### src/rtl/axil_rd_engine_if.sv
// AXI4-Lite read engine bus: user request/response and AR/R channels.
// The master modport is the engine side, the slave modport the environment.
interface axil_rd_engine_if #(
  parameter int ADDR_WIDTH = 16,
  parameter int DATA_WIDTH = 64
);
  logic                  i_rd_valid;
  logic [ADDR_WIDTH-1:0] i_rd_addr;
  logic                  o_rd_ready;
  logic                  o_rd_valid;
  logic [DATA_WIDTH-1:0] o_rd_data;
  logic [1:0]            o_rd_resp;
  logic                  i_rd_ready;
  logic [ADDR_WIDTH-1:0] o_araddr;
  logic [2:0]            o_arprot;
  logic                  o_arvalid;
  logic                  i_arready;
  logic [DATA_WIDTH-1:0] i_rdata;
  logic [1:0]            i_rresp;
  logic                  i_rvalid;
  logic                  o_rready;

  modport master (
    input  i_rd_valid, i_rd_addr, i_rd_ready,
    input  i_arready, i_rdata, i_rresp, i_rvalid,
    output o_rd_ready, o_rd_valid, o_rd_data, o_rd_resp,
    output o_araddr, o_arprot, o_arvalid, o_rready
  );

  modport slave (
    output i_rd_valid, i_rd_addr, i_rd_ready,
    output i_arready, i_rdata, i_rresp, i_rvalid,
    input  o_rd_ready, o_rd_valid, o_rd_data, o_rd_resp,
    input  o_araddr, o_arprot, o_arvalid, o_rready
  );
endinterface

### src/rtl/axil_rd_engine.sv
// Credit-limited AXI4-Lite read master with in-order response FIFO.
// Optional response watchdog: define AXIL_RD_TIMEOUT_EN.
module axil_rd_engine #(
  parameter int ADDR_WIDTH      = 16,
  parameter int DATA_WIDTH      = 64,
  parameter int MAX_OUTSTANDING = 4,
  parameter int TIMEOUT_CYCLES  = 1024
) (
  input  logic aclk,
  input  logic areset,
  input  logic aenable,
  input  logic i_err_clr,
  output logic o_busy,
  output logic o_rd_err,
  output logic o_timeout,
  axil_rd_engine_if.master bus
);

  localparam int CW = $clog2(MAX_OUTSTANDING + 1);
  localparam int PW = (MAX_OUTSTANDING > 1) ?
                      $clog2(MAX_OUTSTANDING) : 1;
  localparam int EW = DATA_WIDTH + 2;
  localparam logic [CW-1:0] MAXC = CW'(MAX_OUTSTANDING);
  localparam logic [PW-1:0] LASTP = PW'(MAX_OUTSTANDING - 1);

  if (MAX_OUTSTANDING < 1 || TIMEOUT_CYCLES < 2) begin : g_bad_param
    $error("axil_rd_engine: illegal parameter value");
  end

  logic [CW-1:0] credits;
  logic          accept;
  logic          pop;
  logic          r_hs;
  logic          rready_q;

  assign bus.o_rd_ready = aenable && !areset &&
                          (credits < MAXC) &&
                          (!bus.o_arvalid || bus.i_arready);
  assign accept = bus.i_rd_valid && bus.o_rd_ready;
  assign pop    = bus.o_rd_valid && bus.i_rd_ready;
  assign r_hs   = bus.i_rvalid && rready_q;
  assign o_busy = (credits != '0);
  assign bus.o_rready = rready_q;
  assign bus.o_arprot = 3'b000;

  always_ff @(posedge aclk) begin
    if (areset) begin
      credits <= '0;
    end else if (accept && !pop) begin
      credits <= credits + 1'b1;
    end else if (pop && !accept) begin
      credits <= credits - 1'b1;
    end
  end

  always_ff @(posedge aclk) begin
    if (areset) begin
      bus.o_arvalid <= 1'b0;
      bus.o_araddr  <= '0;
      rready_q      <= 1'b0;
    end else begin
      rready_q <= 1'b1;
      if (accept) begin
        bus.o_arvalid <= 1'b1;
        bus.o_araddr  <= bus.i_rd_addr;
      end else if (bus.i_arready) begin
        bus.o_arvalid <= 1'b0;
      end
    end
  end

  // Output head register plus backing store; credits bound total fill.
  logic [EW-1:0]         mem [MAX_OUTSTANDING];
  logic [PW-1:0]         wptr;
  logic [PW-1:0]         rptr;
  logic [CW-1:0]         cnt;
  logic                  hv;
  logic [DATA_WIDTH-1:0] hd;
  logic [1:0]            hr;
  logic [DATA_WIDTH-1:0] rdata_m;
  logic [EW-1:0]         wdata;
  logic                  head_free;
  logic                  take;
  logic                  to_head;
  logic                  to_mem;

  assign rdata_m   = (bus.i_rresp == 2'b00) ? bus.i_rdata : '1;
  assign wdata     = {rdata_m, bus.i_rresp};
  assign head_free = !hv || pop;
  assign take      = head_free && (cnt != '0);
  assign to_head   = head_free && (cnt == '0) && r_hs;
  assign to_mem    = r_hs && !to_head;

  assign bus.o_rd_valid = hv;
  assign bus.o_rd_data  = hd;
  assign bus.o_rd_resp  = hr;

  function automatic logic [PW-1:0] nxt(input logic [PW-1:0] p);
    return (p == LASTP) ? '0 : p + 1'b1;
  endfunction

  always_ff @(posedge aclk) begin
    if (to_mem) mem[wptr] <= wdata;
  end

  always_ff @(posedge aclk) begin
    if (areset) begin
      wptr <= '0;
      rptr <= '0;
      cnt  <= '0;
    end else begin
      if (to_mem) wptr <= nxt(wptr);
      if (take)   rptr <= nxt(rptr);
      case ({to_mem, take})
        2'b10:   cnt <= cnt + 1'b1;
        2'b01:   cnt <= cnt - 1'b1;
        default: cnt <= cnt;
      endcase
    end
  end

  always_ff @(posedge aclk) begin
    if (areset) begin
      hv <= 1'b0;
      hd <= '0;
      hr <= '0;
    end else if (take) begin
      hv       <= 1'b1;
      {hd, hr} <= mem[rptr];
    end else if (to_head) begin
      hv       <= 1'b1;
      {hd, hr} <= wdata;
    end else if (pop) begin
      hv <= 1'b0;
    end
  end

  always_ff @(posedge aclk) begin
    if (areset) begin
      o_rd_err <= 1'b0;
    end else if (r_hs && bus.i_rresp != 2'b00) begin
      o_rd_err <= 1'b1;
    end else if (i_err_clr) begin
      o_rd_err <= 1'b0;
    end
  end

`ifdef AXIL_RD_TIMEOUT_EN
  localparam int TW = $clog2(TIMEOUT_CYCLES + 1);
  localparam logic [TW-1:0] TMAX = TW'(TIMEOUT_CYCLES);

  logic          ar_hs;
  logic [CW-1:0] inflight;
  logic [TW-1:0] wd;
  logic          to_q;

  assign ar_hs     = bus.o_arvalid && bus.i_arready;
  assign o_timeout = to_q;

  always_ff @(posedge aclk) begin
    if (areset) begin
      inflight <= '0;
    end else begin
      case ({ar_hs, r_hs})
        2'b10:   inflight <= inflight + 1'b1;
        2'b01:   inflight <= inflight - 1'b1;
        default: inflight <= inflight;
      endcase
    end
  end

  // Watchdog saturates at the limit so the flag fires once per stall.
  always_ff @(posedge aclk) begin
    if (areset) begin
      wd   <= '0;
      to_q <= 1'b0;
    end else begin
      if (r_hs || inflight == '0) begin
        wd <= '0;
      end else if (wd != TMAX) begin
        wd <= wd + 1'b1;
      end
      if (!r_hs && inflight != '0 && wd == TMAX - 1'b1) begin
        to_q <= 1'b1;
      end else if (i_err_clr) begin
        to_q <= 1'b0;
      end
    end
  end
`else
  assign o_timeout = 1'b0;
`endif

endmodule

### src/flat_wrapper.sv
// flat-port wrapper written by rule: the top's interface ports become plain ports
module axil_rd_engine_flat 
#(
  parameter int ADDR_WIDTH      = 16,
  parameter int DATA_WIDTH      = 64,
  parameter int MAX_OUTSTANDING = 4,
  parameter int TIMEOUT_CYCLES  = 1024
)
  (aclk, areset, aenable, i_err_clr, o_busy, o_rd_err, o_timeout, bus_i_rd_valid, bus_i_rd_addr, bus_i_rd_ready, bus_i_arready, bus_i_rdata, bus_i_rresp, bus_i_rvalid, bus_o_rd_ready, bus_o_rd_valid, bus_o_rd_data, bus_o_rd_resp, bus_o_araddr, bus_o_arprot, bus_o_arvalid, bus_o_rready);
  axil_rd_engine_if #(.ADDR_WIDTH(ADDR_WIDTH), .DATA_WIDTH(DATA_WIDTH)) bus_i ();
  input  logic aclk;
  input  logic areset;
  input  logic aenable;
  input  logic i_err_clr;
  output logic o_busy;
  output logic o_rd_err;
  output logic o_timeout;
  input wire logic [$bits(bus_i.i_rd_valid)-1:0] bus_i_rd_valid;
  input wire logic [$bits(bus_i.i_rd_addr)-1:0] bus_i_rd_addr;
  input wire logic [$bits(bus_i.i_rd_ready)-1:0] bus_i_rd_ready;
  input wire logic [$bits(bus_i.i_arready)-1:0] bus_i_arready;
  input wire logic [$bits(bus_i.i_rdata)-1:0] bus_i_rdata;
  input wire logic [$bits(bus_i.i_rresp)-1:0] bus_i_rresp;
  input wire logic [$bits(bus_i.i_rvalid)-1:0] bus_i_rvalid;
  output wire logic [$bits(bus_i.o_rd_ready)-1:0] bus_o_rd_ready;
  output wire logic [$bits(bus_i.o_rd_valid)-1:0] bus_o_rd_valid;
  output wire logic [$bits(bus_i.o_rd_data)-1:0] bus_o_rd_data;
  output wire logic [$bits(bus_i.o_rd_resp)-1:0] bus_o_rd_resp;
  output wire logic [$bits(bus_i.o_araddr)-1:0] bus_o_araddr;
  output wire logic [$bits(bus_i.o_arprot)-1:0] bus_o_arprot;
  output wire logic [$bits(bus_i.o_arvalid)-1:0] bus_o_arvalid;
  output wire logic [$bits(bus_i.o_rready)-1:0] bus_o_rready;
  assign bus_i.i_rd_valid = bus_i_rd_valid;
  assign bus_i.i_rd_addr = bus_i_rd_addr;
  assign bus_i.i_rd_ready = bus_i_rd_ready;
  assign bus_i.i_arready = bus_i_arready;
  assign bus_i.i_rdata = bus_i_rdata;
  assign bus_i.i_rresp = bus_i_rresp;
  assign bus_i.i_rvalid = bus_i_rvalid;
  assign bus_o_rd_ready = bus_i.o_rd_ready;
  assign bus_o_rd_valid = bus_i.o_rd_valid;
  assign bus_o_rd_data = bus_i.o_rd_data;
  assign bus_o_rd_resp = bus_i.o_rd_resp;
  assign bus_o_araddr = bus_i.o_araddr;
  assign bus_o_arprot = bus_i.o_arprot;
  assign bus_o_arvalid = bus_i.o_arvalid;
  assign bus_o_rready = bus_i.o_rready;
  axil_rd_engine #(.ADDR_WIDTH(ADDR_WIDTH), .DATA_WIDTH(DATA_WIDTH), .MAX_OUTSTANDING(MAX_OUTSTANDING), .TIMEOUT_CYCLES(TIMEOUT_CYCLES)) u_core (.aclk(aclk), .areset(areset), .aenable(aenable), .i_err_clr(i_err_clr), .o_busy(o_busy), .o_rd_err(o_rd_err), .o_timeout(o_timeout), .bus(bus_i));
endmodule
### config.mk
export PLATFORM = sky130hd
export DESIGN_NAME = axil_rd_engine_flat
export DESIGN_NICKNAME = d
export VERILOG_FILES = /design/src/rtl/axil_rd_engine_if.sv /design/src/rtl/axil_rd_engine.sv /design/src/flat_wrapper.sv
export SDC_FILE = /design/constraint.sdc
export NUM_CORES = 1
export LEC_CHECK = 0
export CAP_MARGIN = 15
export CORE_MARGIN = 1
export CORE_UTILIZATION = 50
export CTS_BUF_LIST = sky130_fd_sc_hd__clkbuf_4 sky130_fd_sc_hd__clkbuf_8 sky130_fd_sc_hd__clkbuf_16
export CTS_CLUSTER_SIZE = 10
export DETAILED_ROUTE_END_ITERATION = 16
export PLACE_DENSITY_LB_ADDON = 0.12
export SKIP_CTS_REPAIR_TIMING = 1
export SLEW_MARGIN = 20
export SYNTH_ARGS = -nofsm -noshare
export SYNTH_HDL_FRONTEND = slang
export SYNTH_SLANG_ARGS = --single-unit
### constraint.sdc
create_clock -name aclk -period 4 [get_ports aclk]
set_clock_uncertainty 0.2 [all_clocks]
set_input_delay 0.4 -clock aclk [delete_from_list [all_inputs] [get_ports aclk]]
set_output_delay 0.4 -clock aclk [all_outputs]
set_load 0.01 [all_outputs]
Word-level counts from Yosys, hierarchy flattened. Memories as Yosys holds them, arrays and structs flattened. A register that Yosys moved wholly into a read port is not among the register bits. Index checks and enable logic that the tools add are counted.

Output and inout bits: 92. Logic and storage cells: 77. Register bits: 96. Input port bits: 90. Bits in writable memories: 264. Memories kept: 1.

$lt $le $gt $ge: 1. Reductions and logical operators: 32. Equal/unequal tests: 4. $add $sub $neg: 6. Mux-type cells: 22.

Memories: u_core.mem (words 4, bits a word 66, read ports 1, clocked after Yosys merged registers in 1, wr ports 1, RTL line axil_rd_engine.sv:73) `logic [EW-1:0] mem [MAX_OUTSTANDING];`.

Operator list (count): 2-to-1 mux 64 bit (3); logical AND 1 bit (13); 2-to-1 mux 2 bit (6); nonzero test 2 bit (6); 2-to-1 mux 1 bit (10); nonzero test 3 bit (3); adder 3 x 1 -> 3 bit (second input constant) (2); equality test 2 bit (second input constant) (3); zero test 1 bit (6); 2-to-1 mux 3 bit (2); case mux 3 bit (2 select lines) (1); subtractor 3 x 1 -> 3 bit (second input constant) (2); adder 2 x 1 -> 2 bit (second input constant) (2); zero test 3 bit (1); less-than comparator 3 bit (second input constant) (1); equality test 2 x 1 -> 1 bit (second input constant) (1); zero test 2 bit (1); logical OR 1 bit (2).

Depth between registers and ports, before layout. Gate-level depths: netlist of the first run.

Depth after elaboration: 9. Gate-level depth with buffers: 11. Gate-level depth less buffers: 9.

Least setup slack after synthesis of the first run. No wires, ideal clock.

Path type: input to register. From: input bus_i_rd_ready. To: memory u_core.mem[1][0] (netlist name) (enable). Cell stages on the path: 3. Setup time: 431 ps. Data arrival time: 2606 ps. Path slack: 763 ps. Path buffers: 0. Path through: nand2b_2 a21oi_1 and2_1.

Word-level cells in the longest chain between the ends: 8.

RTL lines: from (decl) (RTL line flat_wrapper.sv:20) `input wire logic [$bits(bus_i.i_rd_ready)-1:0] bus_i_rd_ready;`; logical AND 1 bit (RTL line axil_rd_engine.sv:40) `assign pop = bus.o_rd_valid && bus.i_rd_ready;`; logical OR 1 bit (RTL line axil_rd_engine.sv:89) `assign head_free = !hv || pop;`; logical AND 1 bit (2 in a row) (RTL line axil_rd_engine.sv:91) `assign to_head = head_free && (cnt == '0) && r_hs;`; zero test 1 bit (RTL line axil_rd_engine.sv:92) `assign to_mem = r_hs && !to_head;`; logical AND 1 bit (RTL line axil_rd_engine.sv:92); 2-to-1 mux 1 bit (RTL line axil_rd_engine.sv:103) `if (to_mem) mem[wptr] <= wdata;`; 2-to-1 mux 1 bit (not written as such) (RTL line axil_rd_engine.sv:103); to (decl) (RTL line axil_rd_engine.sv:73).

Every way passes these cells.

Final worst setup path of the first run.
From: register u_core.cnt[0]. To: register u_core.cnt[2].

Word-level cells in the longest chain between the ends: 7.

RTL lines: from (decl) (RTL line axil_rd_engine.sv:76) `logic [CW-1:0] cnt;`; from (signal assigned) (RTL line axil_rd_engine.sv:115) `2'b10: cnt <= cnt + 1'b1;`; from (signal assigned) (RTL line axil_rd_engine.sv:116) `2'b01: cnt <= cnt - 1'b1;`; from (signal assigned) (RTL line axil_rd_engine.sv:117) `default: cnt <= cnt;`; zero test 3 bit (RTL line axil_rd_engine.sv:91); logical AND 1 bit (2 in a row) (RTL line axil_rd_engine.sv:91); zero test 1 bit (RTL line axil_rd_engine.sv:92); logical AND 1 bit (RTL line axil_rd_engine.sv:92); equality test 2 x 1 -> 1 bit / equality test 2 bit (equally long branches) (RTL line axil_rd_engine.sv:114) `case ({to_mem, take})`; case mux 3 bit (2 select lines) / nonzero test 2 bit (equally long branches).

Several ways; a longest one is shown, not always the timed one. A chain may end at the register's enable or synchronous reset.

==> impl_metrics.toml, run 1 <==
[route]
drtPass1Iterations = 5
avgRoutedWirePerCell_um = 19.6
drtIter0Drc = 425
drc = 0
via_per_inst = 5.46
routed_wl_um = 28400
vias = 7901
ant_nets = 0

[yosys]
yosysTopAreaCellShare_pct = 56.1
syn_inst = 860
ys_types = 32
synth.area.top_cells = "edfxtp_1, dfxtp_1, mux4_2"
syn_area_um2 = 14100
synth_seq_cells = 362
synth-seq-area-share_pct = 70.0
syn_avg_cell_area_um2 = 16.4
yosys.area.top_type = "edfxtp_1"
ys.warnings.count = 0

[floorplanning]
die_y_um = 170
rows = 61
io_pins = 182
die_w_um = 170
initial_utilization_pct = 50.8
core_um2 = 27800
design.die.area_um2 = 28900

[sta]
rsz0062_at_grt = "false"
fin_setup_tns_ps = 0
tightest_slew_ps = 1010
report.final.hold_viol_count = 0
hold_ws_ps = 280
slew_viol_final = 0
clock.fmax_mhz = 361
min_period_ps = 2770
setup_viol = 0
relSlewSlack_pct = 32.4
period_share_pct = 69.3

[layout]
drive_gt1_share_pct = 16.4
area_growth_syn_to_layout_pct = 24.7
num_antenna_cells = 0
nFillCells = 2101
nNetsFinal = 1138

[clocking]
cts_sinks = 362
path_clk_slew_ps = 50
cts_tree = "done"
worstSkewPairLatency_ps = 520
root_buffer = "clkbuf_16"
cts_max_path_buffers = 3
numCtsBuffers = 42
cts.htree.levels = 2

[grt]
grt_use_met1_pct = 28.2
grtUsageMet2_pct = 33.4
first_global_vias = 8095
antenna_found_initial = 0
use_met3_pct = 3.14
grt-ovfl-total = 0
grt_max_degree = 68
busiest_layer = "met2"
grt_pass1_wl_um = 44900
grt_usage_pct = 20.3

[power_and_ir_drop]
total_leakage_power_uw = 0.00589
ir_drop_mv = 0.519
finalPower_uw = 11900
p_per_area_nw_per_um2 = 674

[placement]
portBuffers = 177
hpwl_um = 16900
gp_congestion = 0.726

[critical_path]
cp.arrival_ps = 3010
startpoint_type = "flop"
path_max_fanout = 7
worst_ep_required_time_ps = 4240
end_kind = "flop"
path_class = "reg2reg"

[worst_hold_path]
hold_class = "reg2reg"

[run]
drv_cap = 0

[run_status]
status = "finished clean"
-- where the power goes --
group | internal, uW | switching (uW)
clock network | 2210 | 1360
registers | 4510 | 386
logic | 1770 | 1640
total | 8490 | 3380
-- registers in the layout, indices dropped and copies added, names as in the netlist, named ones only --
register / flops
u_core.bus.o_rd_resp: 2
u_core.cnt: 3
u_core.rptr: 2
u_core.bus.o_rready: 1
u_core.o_rd_err: 1
u_core.credits: 3
u_core.mem: 264
u_core.bus.o_arvalid: 1
u_core.bus.o_rd_data: 64
u_core.bus.o_rd_valid: 1
u_core.bus.o_araddr: 16
u_core.wptr: 2
-- metal layers --
| layer | up-vias | wire [um] |
|---|---|---|
| li1 | 3691 | - |
| met1 | 3955 | 12800 |
| met2 | 212 | 13700 |
| met3 | 43 | 1390 |
| met4 | 0 | 482 |
| met5 | - | 0 |
-- Yosys cell counts, drive strengths merged --
master	count
edfxtp	264
dfxtp	98
mux2i	83
a21oi	70
o21ai	69
or3	69
mux4	66
clkbuf	35
buf	30
nor2	26
inv	11
nand2	10
ha	7
and2	5
xor2	4
a31oi	3
fa	2
nand2b	2
a21boi	1
and3	1
conb	1
nand4	1
nor3	1
o22ai	1
-- kinds of logic (layout without fill, tap and decap cells) --
group,after synthesis,after routing,synth area share [%]
buffers and inverters,76,283,2.67
other,1,4,0.0265
flip-flops,362,362,70.0
XOR/XNOR,4,4,0.248
adder cells (fa/ha/maj),9,9,0.904
AO/OA/AOI/OAI,144,144,5.18
AND/OR/NAND/NOR,115,115,4.55
multiplexers,149,149,16.4
-- cell usage in the layout (no fill, tap or decap), types with 4 or more instances in the layout --
master and instances:
edfxtp_1 264, nand2_1 9, clkdlybuf4s50_1 175, xor2_1 4, clkbuf_4 29, or3_1 68, mux4_2 66, and2_4 4
clkbuf_16 43, mux2i_1 83, dfxtp_1 96, ha_1 7, conb_1 4, buf_12 6, o21ai_0 61, buf_4 14
o21ai_1 8, a21oi_1 70, nor2_1 26, inv_1 9
-- worst max-delay path, cell delays in order, from the launching register on --
cell and delay (ps):
dfxtp_1 340, nor3_1 490, a21oi_1 320, inv_1 130, ha_1 180, inv_1 60, fa_1 370, xor2_1 170
or3_1 300, a21oi_1 130
-- layout make-up --
| class | count | area [um2] | area share, % |
|---|---|---|---|
| inverter | 11 | 43.8 | 0.249 |
| sequential | 362 | 9900 | 56.2 |
| clock inverter | 2 | 13.8 | 0.0782 |
| clock buffer | 73 | 1310 | 7.43 |
| timing repair buffer | 197 | 1990 | 11.3 |
| multi-input combinational | 425 | 3890 | 22.1 |
| tap | 378 | 473 | 2.69 |
-- stage by stage --
step	std cells	area [um2]	util [%]	worst slack (ps)
after floorplan	863	14100	-	763
after global placement	1373	16300	58.6	992
after detailed placement	1373	16300	58.6	936
after CTS	1448	17600	63.4	1240
after global routing	1448	17600	63.4	934
final	1448	17600	63.4	1230
-- path summary, 6_finish.rpt --
| path | start | endpoint | slack (ps) | cells after the start |
|---|---|---|---|---|
| worst max-delay path | u_core.cnt[0] | u_core.cnt[2] | 1230 | 9 |
| worst min-delay path | u_core.rptr[1] | flop | 280 | 2 |
| worst max register to register | u_core.cnt[0] | u_core.cnt[2] | 1230 | 9 |
| worst min register to register | u_core.rptr[1] | flop | 280 | 2 |
No activity file was read; power rests on OpenSTA's default activity.
==> run 2, diff against run 1 <==
- clock period: 4 -> 2.25 ns (I/O delays scaled with it)
==> impl_metrics.toml, run 2 (synthesis results as in run 1) <==
[run_status]
status = "finished clean"

[sta]
report.final.hold_viol_count = 0
period_share_pct = 97.2
fin_ws_ps = 63.3
setup_viol = 0
slew_viol_final = 0
fin_setup_tns_ps = 0
rsz0062_at_grt = "true"
min_period_ps = 2190
relSlewSlack_pct = 60.3
tightest_slew_ps = 596
hold_ws_ps = 119
clock.fmax_mhz = 457

[placement]
gp_congestion = 0.712
place_ws_ps = -297
portBuffers = 177
placed_area_um2 = 16700
hpwl_um = 17500

[critical_path]
end_kind = "flop"
worst_ep_required_time_ps = 2490
critPathTopFamily = "simple AND/OR/NAND/NOR gates"
critPathMaxStageDelay_ps = 390
critPathBufInv = 2
path_max_fanout = 4
cp.arrival_ps = 2430
rr_startpoint = "u_core.cnt[2]"
cp_slowest_cell = "or3_4"
startpoint_type = "flop"
cp-startpoint = "u_core.cnt[2]"
path_cells = "nor3_4, a21oi_2, inv_1, ha_1, inv_1, fa_2, xor2_1, or3_4, a21oi_2"
path_class = "reg2reg"

[floorplanning]
die_w_um = 170
design.die.area_um2 = 28900
io_pins = 182
core_um2 = 27800
initial_utilization_pct = 50.8
rows = 61
die_y_um = 170

[power_and_ir_drop]
ir_drop_mv = 0.699
p_per_area_nw_per_um2 = 1190
total_leakage_power_uw = 0.00606
share_comb_of_total_power_pct = 31.0
pwr-share-seq_pct = 39.4
clkPwrFrac_pct = 29.6
power.internal_uw = 15300
swShare_pct = 28.8
switchingPower_uw = 6190

[layout]
mostFrequentLayoutCells = "edfxtp_1, clkdlybuf4s50_1, dfxtp_1, mux2i_1, a21oi_1"
fin_area_um2 = 18000
num_antenna_cells = 0
area_growth_syn_to_layout_pct = 27.5
fin_util_pct = 64.8
drive_gt1_share_pct = 19.2
final_common_cell = "edfxtp_1"
regMostFlops = "u_core.mem"
nNetsFinal = 1166
largest_reg_flops = 264

[run]
drv_cap = 0

[worst_hold_path]
worstHoldStart = "bus_i_rd_addr[15]"
hold_class = "in2reg"

[clocking]
cts_sinks = 362
numCtsBuffers = 42
root_buffer = "clkbuf_16"
cts_tree = "done"
worstSkewPairLatency_ps = 530
path_clk_slew_ps = 50
cts_max_path_buffers = 3
cts.htree.levels = 2

[grt]
grt_usage_pct = 20.7
grt-ovfl-total = 0
grt_max_degree = 79
grt_pass1_wl_um = 45500
antenna_found_initial = 0
first_global_vias = 8201

[route]
drc = 0
drtPass1Iterations = 6
vias = 7961
avgRoutedWirePerCell_um = 19.7
via_per_inst = 5.39
routed_wl_um = 29100
drtIter0Drc = 397
ant_nets = 0
==> run 2: per-stage QoR <==
stage	cells	total power (uW)
3_3_place_gp	1400	15200
3_5_place_dp	1400	15300
4_1_cts	1475	21700
5_1_grt	1476	22600
6_report	1476	21500
2_1_floorplan	863	12700
==> run 2: cell type report <==
type	instances	area [um2]
Clock buffer	71	1270
Clock inverter	4	37.5
Fill cell	2049	9770
Inverter	11	43.8
Multi-Input combinational cell	425	3920
Sequential cell	362	9900
Tap cell	378	473
Timing Repair Buffer	225	2360
==> run 2: power by group through the flow <==
stage / clock [uW] / sequential, uW / combinational, uW
2_1_floorplan: 0 / 8720 / 4000
3_3_place_gp: 0 / 8580 / 6640
3_5_place_dp: 0 / 8590 / 6710
4_1_cts: 6480 / 8470 / 6750
5_1_grt: 6740 / 8570 / 7260
6_report: 6350 / 8470 / 6670
==> run 2: worst min-delay path, cell delays in order <==
cell and delay, ps:
clkdlybuf4s50_1 390, mux2i_1 120, nor2_1 50
==> run 2: final timing paths <==
check                                                to  slack [ps]  cells after the start
worst max-delay path                      u_core.cnt[2]          60                      9
worst min-delay path            u_core.bus.o_araddr[15]         120                      3
worst max register to register            u_core.cnt[2]          60                      9
worst min register to register                     flop         280                      2
==> run 2: routing by layer <==
layer	global-route usage, %	vias up	part of all wire, %
met5	0	-	0
met4	4.90	0	1.4
met3	3.26	34	4.3
met2	35.0	200	50
met1	28.1	3979	45
li1	-	3748	-
==> run 3, diff against run 2 <==
- CTS_CLUSTER_SIZE: 10 -> 12
- REMOVE_ABC_BUFFERS: unset -> 1
==> impl_metrics.toml, run 3 (synthesis results as in run 1) <==
[critical_path]
critPathTopFamily = "simple AND/OR/NAND/NOR gates"
cp-startpoint = "u_core.cnt[0]"
reg2reg_depth = 10
path_class = "reg2reg"
path_max_fanout = 3
critPathBufInv = 3
r2r_end = "u_core.cnt[2]"
worst_ep_required_time_ps = 2480
path_cells = "buf_4, or3_4, nand2_4, inv_4, ha_2, inv_1, fa_2, xor2_1, or3_1, a21oi_1"
startpoint_type = "flop"
ff2ff_setup_slack_ps = 80
crit_cells = 10
end_kind = "flop"
critPathMaxStageDelay_ps = 390
rr_startpoint = "u_core.cnt[0]"
cp.arrival_ps = 2400
cp_slowest_cell = "or3_4"

[sta]
hold_ws_ps = 67.9
fin_setup_tns_ps = 0
min_period_ps = 2170
relSlewSlack_pct = 59.2
period_share_pct = 96.4
clock.fmax_mhz = 461
setup_viol = 0
report.final.hold_viol_count = 0
slew_viol_final = 0
tightest_slew_ps = 613

[placement]
hpwl_um = 17000
portBuffers = 177
gp_congestion = 0.699

[floorplanning]
core_um2 = 27800
design.die.area_um2 = 28900
initial_utilization_pct = 50.8
rows = 61
die_w_um = 170
io_pins = 182
die_y_um = 170

[grt]
first_global_vias = 8323
grt_usage_pct = 21.3
grt_max_degree = 71
antenna_found_initial = 0
grt-ovfl-total = 0
grt_pass1_wl_um = 46700

[power_and_ir_drop]
total_leakage_power_uw = 0.00607
pwr-share-seq_pct = 38.6
clkPwrFrac_pct = 29.0
share_comb_of_total_power_pct = 32.4
swShare_pct = 28.5
ir_drop_mv = 0.820
switchingPower_uw = 6230
p_per_area_nw_per_um2 = 1210
power.internal_uw = 15600

[clocking]
worstSkewPairLatency_ps = 520
cts_tree = "done"
cts_max_path_buffers = 3
root_buffer = "clkbuf_16"
path_clk_slew_ps = 50
numCtsBuffers = 39
cts.htree.levels = 2
cts_sinks = 362

[route]
vias = 8114
via_per_inst = 5.52
routed_wl_um = 29600
avgRoutedWirePerCell_um = 20.1
ant_nets = 0
drc = 0
drtIter0Drc = 532
drtPass1Iterations = 4

[layout]
final_common_cell = "edfxtp_1"
nFillCells = 2043
area_growth_syn_to_layout_pct = 27.9
nNetsFinal = 1161
mostFrequentLayoutCells = "edfxtp_1, clkdlybuf4s50_1, dfxtp_1, mux2i_1"
drive_gt1_share_pct = 18.5
regMostFlops = "u_core.mem"
num_antenna_cells = 0
largest_reg_flops = 264

[run]
drv_cap = 0

[run_status]
status = "finished clean"

[worst_hold_path]
hold_class = "in2reg"
min_path_cells = 2
worstHoldStart = "bus_i_rresp[0]"
hold_path_end = "u_core.mem[1][0]"
run 3: cell count changes in the layout (fill, tap and decap cells not counted), sizes merged:
cell | before | now
buf | 49 | 48
bufinv | 0 | 1
clkbuf | 71 | 65
clkinv | 2 | 4
dlygate4sd3 | 1 | 0
inv | 13 | 12
run 3: cell type report:
cell class                 instances  area, um2  area share, %
sequential                       362       9900           54.8
multi-input combinational        425       3910           21.6
timing repair buffer             223       2440           13.5
clock buffer                      65       1240           6.88
tap                              378        473           2.62
clock inverter                     6       57.6          0.319
inverter                          11       43.8          0.242
run 3: worst max-delay path by stage:
stage | slack [ps] | to
floorplan | -1870 | u_core.bus.o_rd_data[0]
global placement | -230 | u_core.cnt[2]
detailed placement | -310 | u_core.cnt[2]
CTS | -10 | u_core.cnt[2]
global route | -10 | u_core.credits[2]
finish | 80 | u_core.cnt[2]
run 3: routing by layer:
metal	track usage, %	wire (um)	up-vias
met5	0	0	-
met4	5.29	499	0
met3	2.91	1460	33
met2	35.1	14600	228
met1	30.0	13100	4103
li1	-	-	3750
run 3: power by group through the flow:
stage                     Clock, uW  Combinational [uW]  Sequential (uW)
final                          6320                7080             8420
after global routing           6720                7670             8500
after CTS                      6450                7160             8420
after detailed placement          0                7110             8550
after global placement            0                7050             8530
after floorplan                   0                3410             9010
run 3: stage by stage:
step	power (uW)	std cells	instance area [um2]	utilization, %	worst slack [ps]
floorplan	12400	798	13800	-	-1870
global placement	15600	1398	16700	60.3	-231
detailed placement	15700	1398	16700	60.3	-310
CTS	22000	1469	18000	64.9	-14.2
finish	21800	1470	18100	65.0	81.0
global route	22900	1470	18100	65.0	-12.3
